[src/rtl/lfsr_y_keystream_ctrl_pkg.sv]
// Shared definitions for the Y-register LFSR keystream controller.
// State encoding and LFSR geometry used by the controller and its neighbours.
package lfsr_y_keystream_ctrl_pkg;

    typedef enum logic [1:0] {
        ST_IDLE   = 2'd0,
        ST_SEED   = 2'd1,
        ST_WARMUP = 2'd2,
        ST_RUN    = 2'd3
    } state_t;

    localparam int LFSR_W     = 22;
    localparam int LFSR_TAP_A = 20;
    localparam int LFSR_TAP_B = 21;

    function automatic int max_i(input int a, input int b);
        return (a > b) ? a : b;
    endfunction

endpackage

[src/rtl/lfsr_y_keystream_ctrl.sv]
// Seeds and warms up the Y-register LFSR, then XORs each pixel with Y[0:PIX_W-1].
// One LFSR step per accepted pixel, landing in a gap cycle before the next accept.
module lfsr_y_keystream_ctrl
    import lfsr_y_keystream_ctrl_pkg::*;
#(
    parameter int KEY_W  = 22,
    parameter int WARMUP = 32,
    parameter int PIX_W  = 8
) (
    input  logic              clk,
    input  logic              reset_n,
    input  logic              start,
    input  logic [KEY_W-1:0]  key,
    output logic              busy,
    output logic              keyed,
    output logic              lfsr_shift_bit,
    output logic              lfsr_trigger,
    input  logic [0:LFSR_W-1] lfsr_y,
    input  logic              s_valid,
    output logic              s_ready,
    input  logic [PIX_W-1:0]  s_data,
    output logic              m_valid,
    input  logic              m_ready,
    output logic [PIX_W-1:0]  m_data
);

    localparam int CNT_W = $clog2(max_i(KEY_W, WARMUP) + 1);

    state_t           state;
    logic [KEY_W-1:0] key_q;
    logic [CNT_W-1:0] cnt;
    logic             gap;
    logic             accept;
    logic [PIX_W-1:0] keystream;
    logic             unused_y;

    assign keystream = lfsr_y[0:PIX_W-1];
    assign unused_y  = ^lfsr_y[PIX_W:LFSR_W-1];

    assign s_ready = (state == ST_RUN) && !gap && (!m_valid || m_ready);
    assign accept  = s_valid && s_ready;

    // key_q shifts left so its MSB is always the next seed bit
    always_ff @(posedge clk or negedge reset_n) begin
        if (!reset_n) begin
            state          <= ST_IDLE;
            key_q          <= '0;
            cnt            <= '0;
            gap            <= 1'b0;
            busy           <= 1'b0;
            keyed          <= 1'b0;
            lfsr_shift_bit <= 1'b0;
            lfsr_trigger   <= 1'b0;
            m_valid        <= 1'b0;
            m_data         <= '0;
        end else begin
            unique case (state)
                ST_IDLE: begin
                    if (start) begin
                        state          <= ST_SEED;
                        key_q          <= key << 1;
                        cnt            <= CNT_W'(KEY_W - 1);
                        busy           <= 1'b1;
                        lfsr_trigger   <= 1'b1;
                        lfsr_shift_bit <= key[KEY_W-1];
                    end
                end
                ST_SEED: begin
                    if (cnt != '0) begin
                        cnt            <= cnt - 1'b1;
                        key_q          <= key_q << 1;
                        lfsr_shift_bit <= key_q[KEY_W-1];
                    end else if (WARMUP > 0) begin
                        state          <= ST_WARMUP;
                        cnt            <= CNT_W'(WARMUP - 1);
                        lfsr_shift_bit <= 1'b0;
                    end else begin
                        state          <= ST_RUN;
                        busy           <= 1'b0;
                        keyed          <= 1'b1;
                        lfsr_trigger   <= 1'b0;
                        lfsr_shift_bit <= 1'b0;
                    end
                end
                ST_WARMUP: begin
                    if (cnt != '0) begin
                        cnt <= cnt - 1'b1;
                    end else begin
                        state        <= ST_RUN;
                        busy         <= 1'b0;
                        keyed        <= 1'b1;
                        lfsr_trigger <= 1'b0;
                    end
                end
                ST_RUN: begin
                    lfsr_trigger   <= 1'b0;
                    lfsr_shift_bit <= 1'b0;
                    gap            <= 1'b0;
                    if (accept) begin
                        m_data       <= s_data ^ keystream;
                        m_valid      <= 1'b1;
                        gap          <= 1'b1;
                        lfsr_trigger <= 1'b1;
                    end else begin
                        if (m_valid && m_ready) begin
                            m_valid <= 1'b0;
                        end
                        // re-seed only with nothing in flight
                        if (start && !m_valid && !gap) begin
                            state          <= ST_SEED;
                            keyed          <= 1'b0;
                            busy           <= 1'b1;
                            key_q          <= key << 1;
                            cnt            <= CNT_W'(KEY_W - 1);
                            lfsr_trigger   <= 1'b1;
                            lfsr_shift_bit <= key[KEY_W-1];
                        end
                    end
                end
                default: state <= ST_IDLE;
            endcase
        end
    end

endmodule

[config.mk]
export PLATFORM = sky130hd
export DESIGN_NAME = lfsr_y_keystream_ctrl
export DESIGN_NICKNAME = d
export VERILOG_FILES = /design/src/rtl/lfsr_y_keystream_ctrl_pkg.sv /design/src/rtl/lfsr_y_keystream_ctrl.sv
export SDC_FILE = /design/constraint.sdc
export NUM_CORES = 1
export LEC_CHECK = 0
export BUFFER_PORTS_ARGS = -buffer_cell sky130_fd_sc_hd__buf_2
export CORE_MARGIN = 4
export CORE_UTILIZATION = 32
export DETAILED_ROUTE_END_ITERATION = 12
export SETUP_SLACK_MARGIN = 0.4
export SLEW_MARGIN = 40
export SYNTH_ARGS = -nofsm -noshare
export SYNTH_HDL_FRONTEND = slang
export SYNTH_SLANG_ARGS = --single-unit
[constraint.sdc]
create_clock -name clk -period 2.45 [get_ports clk]
set_input_delay 0.735 -clock clk [delete_from_list [all_inputs] [get_ports clk]]
set_output_delay 0.735 -clock clk [all_outputs]
set_load 0.05 [all_outputs]
==> impl_metrics.yaml, run 1 <==
cts:
  clk_path_buf_depth: 2
  clkLatencyLatePin_ns: 0.29
  cts-root-buf: "clkbuf_8"
  clk_pin_slew_ns: 0.08
  cts_tree: "done"
  cts.sinks: 43
  cts_buffers: 5
  h-tree-depth: 2
die:
  core-area_sq_um: 7250
  die_w_um: 94.4
  start_util_pct: 32.9
  die_y_um: 94.4
  num_rows: 31
  dieArea_sq_um: 8900
  ios: 71
final_layout:
  fillCellCount: 717
  register_area_sq_um: 1080
  multiInputGateArea_sq_um: 1250
  drive_gt1_share_pct: 49.6
  nets: 326
  diodes: 0
  syn2layout_area_growth_pct: 24.2
routing:
  via_per_inst: 4.82
  drc_errors: 0
  wl_per_cell_um: 13.5
  vias: 1749
  dr.pass1.iters: 4
  wirelength_um: 4920
  antenna_left: 0
  drt_iter0_drc: 63
logic_synthesis:
  synthSimpleGateAreaFrac_pct: 9.70
  syn_avg_cell_area_sq_um: 12.1
  synth_mux_area_share_pct: 24.6
  ys_seq_area_share_pct: 45.1
  synth_cells: 198
  yosys-top-cells-area: "dfrtp_1, mux2_4, mux2_2"
  synth_top_family_by_area: "multiplexers"
  synth_common_cells: "dfrtp_1, mux2_2, mux2_4"
  synth_edf_count: 0
  synth_top_flop_cell: "dfrtp_1"
  synth_cell_type_count: 44
  synth_top_area_share_pct: 45.1
  netlist_area_sq_um: 2390
  yosysWarnings: 0
  synth_nets: 261
  synth_xor_area_share_pct: 2.94
  synth_most_common_cell: "dfrtp_1"
  synth_fa_ha_area_share_pct: 3.15
  synth-seq-cells: 43
  synth_compound_area_share_pct: 10.9
  async_flop_share_pct: 100
  synth_top_cell_by_area: "dfrtp_1"
timing:
  rsz0062_at_grt: "true"
  min_period_ns: 2.00
  finalCritPeriodShare_pct: 81.7
  finalClockSkew_ns: 0.00610
  worst_pin_slew_ns: 0.522
  tns_ns: 0
  final-setup-viol-count: 0
  max_clock_freq_mhz: 499
  final_max_slew_viol_count: 0
  hold_violations: 0
  max_slew_margin_pct: 64.8
critical_path:
  endpoint_kind: "flip-flop"
  reg2reg_slack_ns: 0.45
  path_buf_inv: 2
  required_ns: 2.64
  r2r_cells: 6
  critPathKind: "flip-flop to flip-flop"
  r2r-end: "state[1]"
  slowest_delay_ns: 0.42
  arrival_ns: 2.19
  crit_slowest_cell: "dfrtp_1"
  crit_family: "buffers and inverters"
  path_cells: "inv_1, ha_1, buf_4, nor2_1, o21ai_0, mux2_2"
  cp-start-kind: "flip-flop"
  regToRegStartpoint: "state[1]"
  startpoint: "state[1]"
  cp_max_fo: 29
grt:
  grt_max_degree: 44
  overflow: 0
  antenna_found_initial: 0
  grt_pass1_wl_um: 8400
  grt_usage_pct: 11.7
  grt_pass1_vias: 1801
placement:
  io_buffers: 56
  gp_congestion: 0.753
  dp_hpwl_um: 3440
power:
  p_leak_nw: 1.49
  power_density_nw_per_um2: 446
  power_mw: 1.32
  ir_drop_mv: 0.206
hold_path:
  hp-class: "input port to asynchronous set/reset pin"
outcome:
  outcome: "finished clean"
flow_run:
  cap_violations: 0
[sequential cells by signal, indices dropped and copies added, names as in the netlist]
| signal | flops |
|---|---|
| busy | 1 |
| cnt | 6 |
| gap | 1 |
| key_q | 21 |
| keyed | 1 |
| lfsr_shift_bit | 1 |
| lfsr_trigger | 1 |
| m_data | 8 |
| m_valid | 1 |
| state | 2 |
[worst max path at each step]
stage	to	slack [ns]	depth (start not counted)
after detailed placement	cnt[1]	0.21	5
after CTS	s_ready	0.39	4
after global placement	cnt[1]	0.20	5
after global routing	state[1]	0.31	6
after floorplan	cnt[0]	0.42	4
final	state[1]	0.45	6
[where the power goes]
group          switching (mW)  leakage (nW)  total, mW  internal, mW
registers             0.00540         0.549      0.726         0.721
clock network           0.246        0.0412      0.446         0.200
logic                  0.0871         0.895      0.150        0.0630
[layer usage]
layer / up-vias / track usage, % / share of wire, %
met1: 860 / 14.6 / 42
met4: 0 / 3.25 / 1.2
met5: - / 0 / 0
li1: 839 / - / -
met3: 6 / 3.19 / 6.8
met2: 44 / 19.9 / 50
[area by class of cell]
type | instances | area share [%]
clock buffer | 6 | 2.45
clock inverter | 2 | 0.422
timing repair buffer | 67 | 13.3
sequential | 43 | 36.4
tap | 99 | 4.18
inverter | 8 | 1.01
multi-input combinational | 138 | 42.3
[cell families (layout without fill, tap and decap cells)]
kind of cell	count (synthesis)	in the layout
AND/OR/NAND/NOR	40	40
AO/OA/AOI/OAI	38	38
XOR/XNOR	8	8
flip-flops	43	43
adder cells (fa/ha/maj)	6	6
multiplexers	46	46
buffers and inverters	17	83
[timing repair]
action,CTS,global route
resized for setup,5,4
setup buffers,2,2
hold buffers,0,0
endpoints found under the hold margin,0,0
pin swaps,2,1
endpoints found under the setup margin,3,28
[cells in the final DEF, fill, tap and decap left out, types with 3 or more instances in the layout]
cell and n:
nor2_1 5, a21oi_1 5, dfrtp_1 42, buf_4 9, nand2_1 15, clkbuf_8 5
ha_1 4, buf_2 55, mux2_2 25, o21ai_0 12, inv_1 7, xnor2_1 8
mux2_4 19, nand3_1 3
[stage by stage]
| step | instance area [sq um] | worst slack [ns] | util [%] | hold slack (ns) | instances |
|---|---|---|---|---|---|
| 6_report | 2960 | 0.448 | 40.8 | 0.407 | 363 |
| 5_1_grt | 2960 | 0.306 | 40.8 | 0.409 | 363 |
| 4_1_cts | 2940 | 0.394 | 40.5 | 0.410 | 361 |
| 3_5_place_dp | 2820 | 0.210 | 38.9 | 0.462 | 351 |
| 3_3_place_gp | 2820 | 0.202 | 38.9 | 0.460 | 351 |
| 2_1_floorplan | 2400 | 0.418 | - | 0.439 | 198 |
Note: power is estimated with default switching activity, not from simulation.
==> inputs of run 2 (changes only) <==
clock period = 1.9 ns   (was 2.45 ns; I/O delays follow)
==> impl_metrics.yaml, run 2 (synthesized netlist as in run 1, its figures left out) <==
timing:
  final_max_slew_viol_count: 0
  max_clock_freq_mhz: 535
  finalCritPeriodShare_pct: 98.4
  fin_ws_ns: 0.0312
  finalClockSkew_ns: 0.00315
  hold_violations: 0
  rsz0062_at_grt: "true"
  worst_pin_slew_ns: 0.463
  max_slew_margin_pct: 68.9
  whs_ns: 0.201
  final-setup-viol-count: 0
  min_period_ns: 1.87
power:
  clockPowerShare_pct: 35.5
  intPower_mw: 1.36
  ir_drop_mv: 0.351
  power_mw: 1.82
  seqPwrFrac_pct: 52.0
  combPwrFrac_pct: 12.5
  power.switching_mw: 0.453
  swShare_pct: 24.9
  power_density_nw_per_um2: 507
  p_leak_nw: 1.75
routing:
  dr.pass1.iters: 4
  via_per_inst: 4.71
  wirelength_um: 5440
  antenna_left: 0
  drc_errors: 0
  wl_per_cell_um: 13.8
  drt_iter0_drc: 41
  vias: 1861
grt:
  grt_pass1_wl_um: 8880
  grt_usage_pct: 12.7
  overflow: 0
  grt_pass1_vias: 1914
  antenna_found_initial: 0
  grt_max_degree: 30
placement:
  gp_congestion: 0.901
  post-place-ws_ns: -0.130
  io_buffers: 56
  dp_hpwl_um: 3830
final_layout:
  final_cell_mix: "buf_2, dfrtp_1, buf_4"
  reg_top3: "key_q (21), m_data (8), cnt (6)"
  multiInputGateArea_sq_um: 1470
  final_common_cell: "buf_2"
  diodes: 0
  largest_register: "key_q"
  syn2layout_area_growth_pct: 50.2
  nets: 358
  fillCellCount: 647
  largest_reg_flops: 21
  drive_gt1_share_pct: 65.9
  register_area_sq_um: 1080
critical_path:
  regToRegStartpoint: "state[0]"
  path_common_cell: "buf_6"
  path_buf_inv: 3
  arrival_ns: 1.30
  required_ns: 1.33
  cp-start-kind: "flip-flop"
  endpoint_kind: "output port"
  crit_slowest_cell: "dfrtp_1"
  slowest_delay_ns: 0.37
  crit_family: "flip-flops"
  path_cells: "buf_6, ha_4, inv_4, nor3_4, buf_6"
  cp_max_fo: 3
  startpoint: "state[0]"
  critPathKind: "flip-flop to output port"
cts:
  cts_buffers: 5
  cts_tree: "done"
  cts.sinks: 43
  clk_path_buf_depth: 2
  h-tree-depth: 2
  clkLatencyLatePin_ns: 0.29
  cts-root-buf: "clkbuf_8"
  clk_pin_slew_ns: 0.08
die:
  start_util_pct: 32.9
  ios: 71
  die_w_um: 94.4
  core-area_sq_um: 7250
  die_y_um: 94.4
  dieArea_sq_um: 8900
  num_rows: 31
outcome:
  outcome: "finished clean"
flow_run:
  cap_violations: 0
hold_path:
  hp-class: "input port to asynchronous set/reset pin"
-- run 2: final timing paths --
kind	to	slack [ns]	depth (start not counted)
worst max register to register	m_data[0]	0.07	9
worst min register to register	key_q[1]	0.49	1
worst min-delay path	m_data[6]	0.20	1
worst max-delay path	s_ready	0.03	5
max in group asynchronous	key_q[13]	1.21	2
min in group clk	key_q[1]	0.49	1
-- run 2: layer usage --
layer	up-vias	wire length, um	track usage [%]
met4	0	72	5.17
met1	918	2340	15.4
met5	-	0	0
li1	915	-	-
met2	24	2850	21.7
met3	4	174	2.71
-- run 2: stage by stage --
step	TNS, ns	cells	util, %	area [sq um]
5_1_grt	-0.0629	395	49.4	3580
3_3_place_gp	-2.57	372	42.2	3060
2_1_floorplan	0	198	-	2480
3_5_place_dp	-2.58	372	42.2	3060
4_1_cts	0	391	46.7	3380
6_report	0	395	49.4	3580
-- run 2: area by class of cell --
cell class                      instances  share of cell area, %
Multi-Input combinational cell        138                   41.0
Timing Repair Buffer                   99                   21.6
Inverter                                8                  0.908
Clock buffer                            7                   2.69
Tap cell                               99                   3.46
Sequential cell                        43                   30.1
Clock inverter                          1                  0.209
-- run 2: power by group through the flow --
stage / combinational [mW] / sequential (mW) / clock [mW]
floorplan: 0.0476 / 1.01 / 0
global placement: 0.195 / 0.955 / 0
detailed placement: 0.198 / 0.956 / 0
CTS: 0.207 / 0.938 / 0.675
global route: 0.247 / 0.947 / 0.712
finish: 0.227 / 0.944 / 0.645
-- run 2: timing repair --
| action | 4_1_cts | 5_1_grt |
|---|---|---|
| resized for setup | 42 | 44 |
| setup buffers | 10 | 3 |
| cloned | 1 | 1 |
| hold endpoints to repair | 0 | 0 |
| endpoints found under the setup margin | 46 | 53 |
| hold buffers | 0 | 0 |
| pin swaps | 10 | 6 |
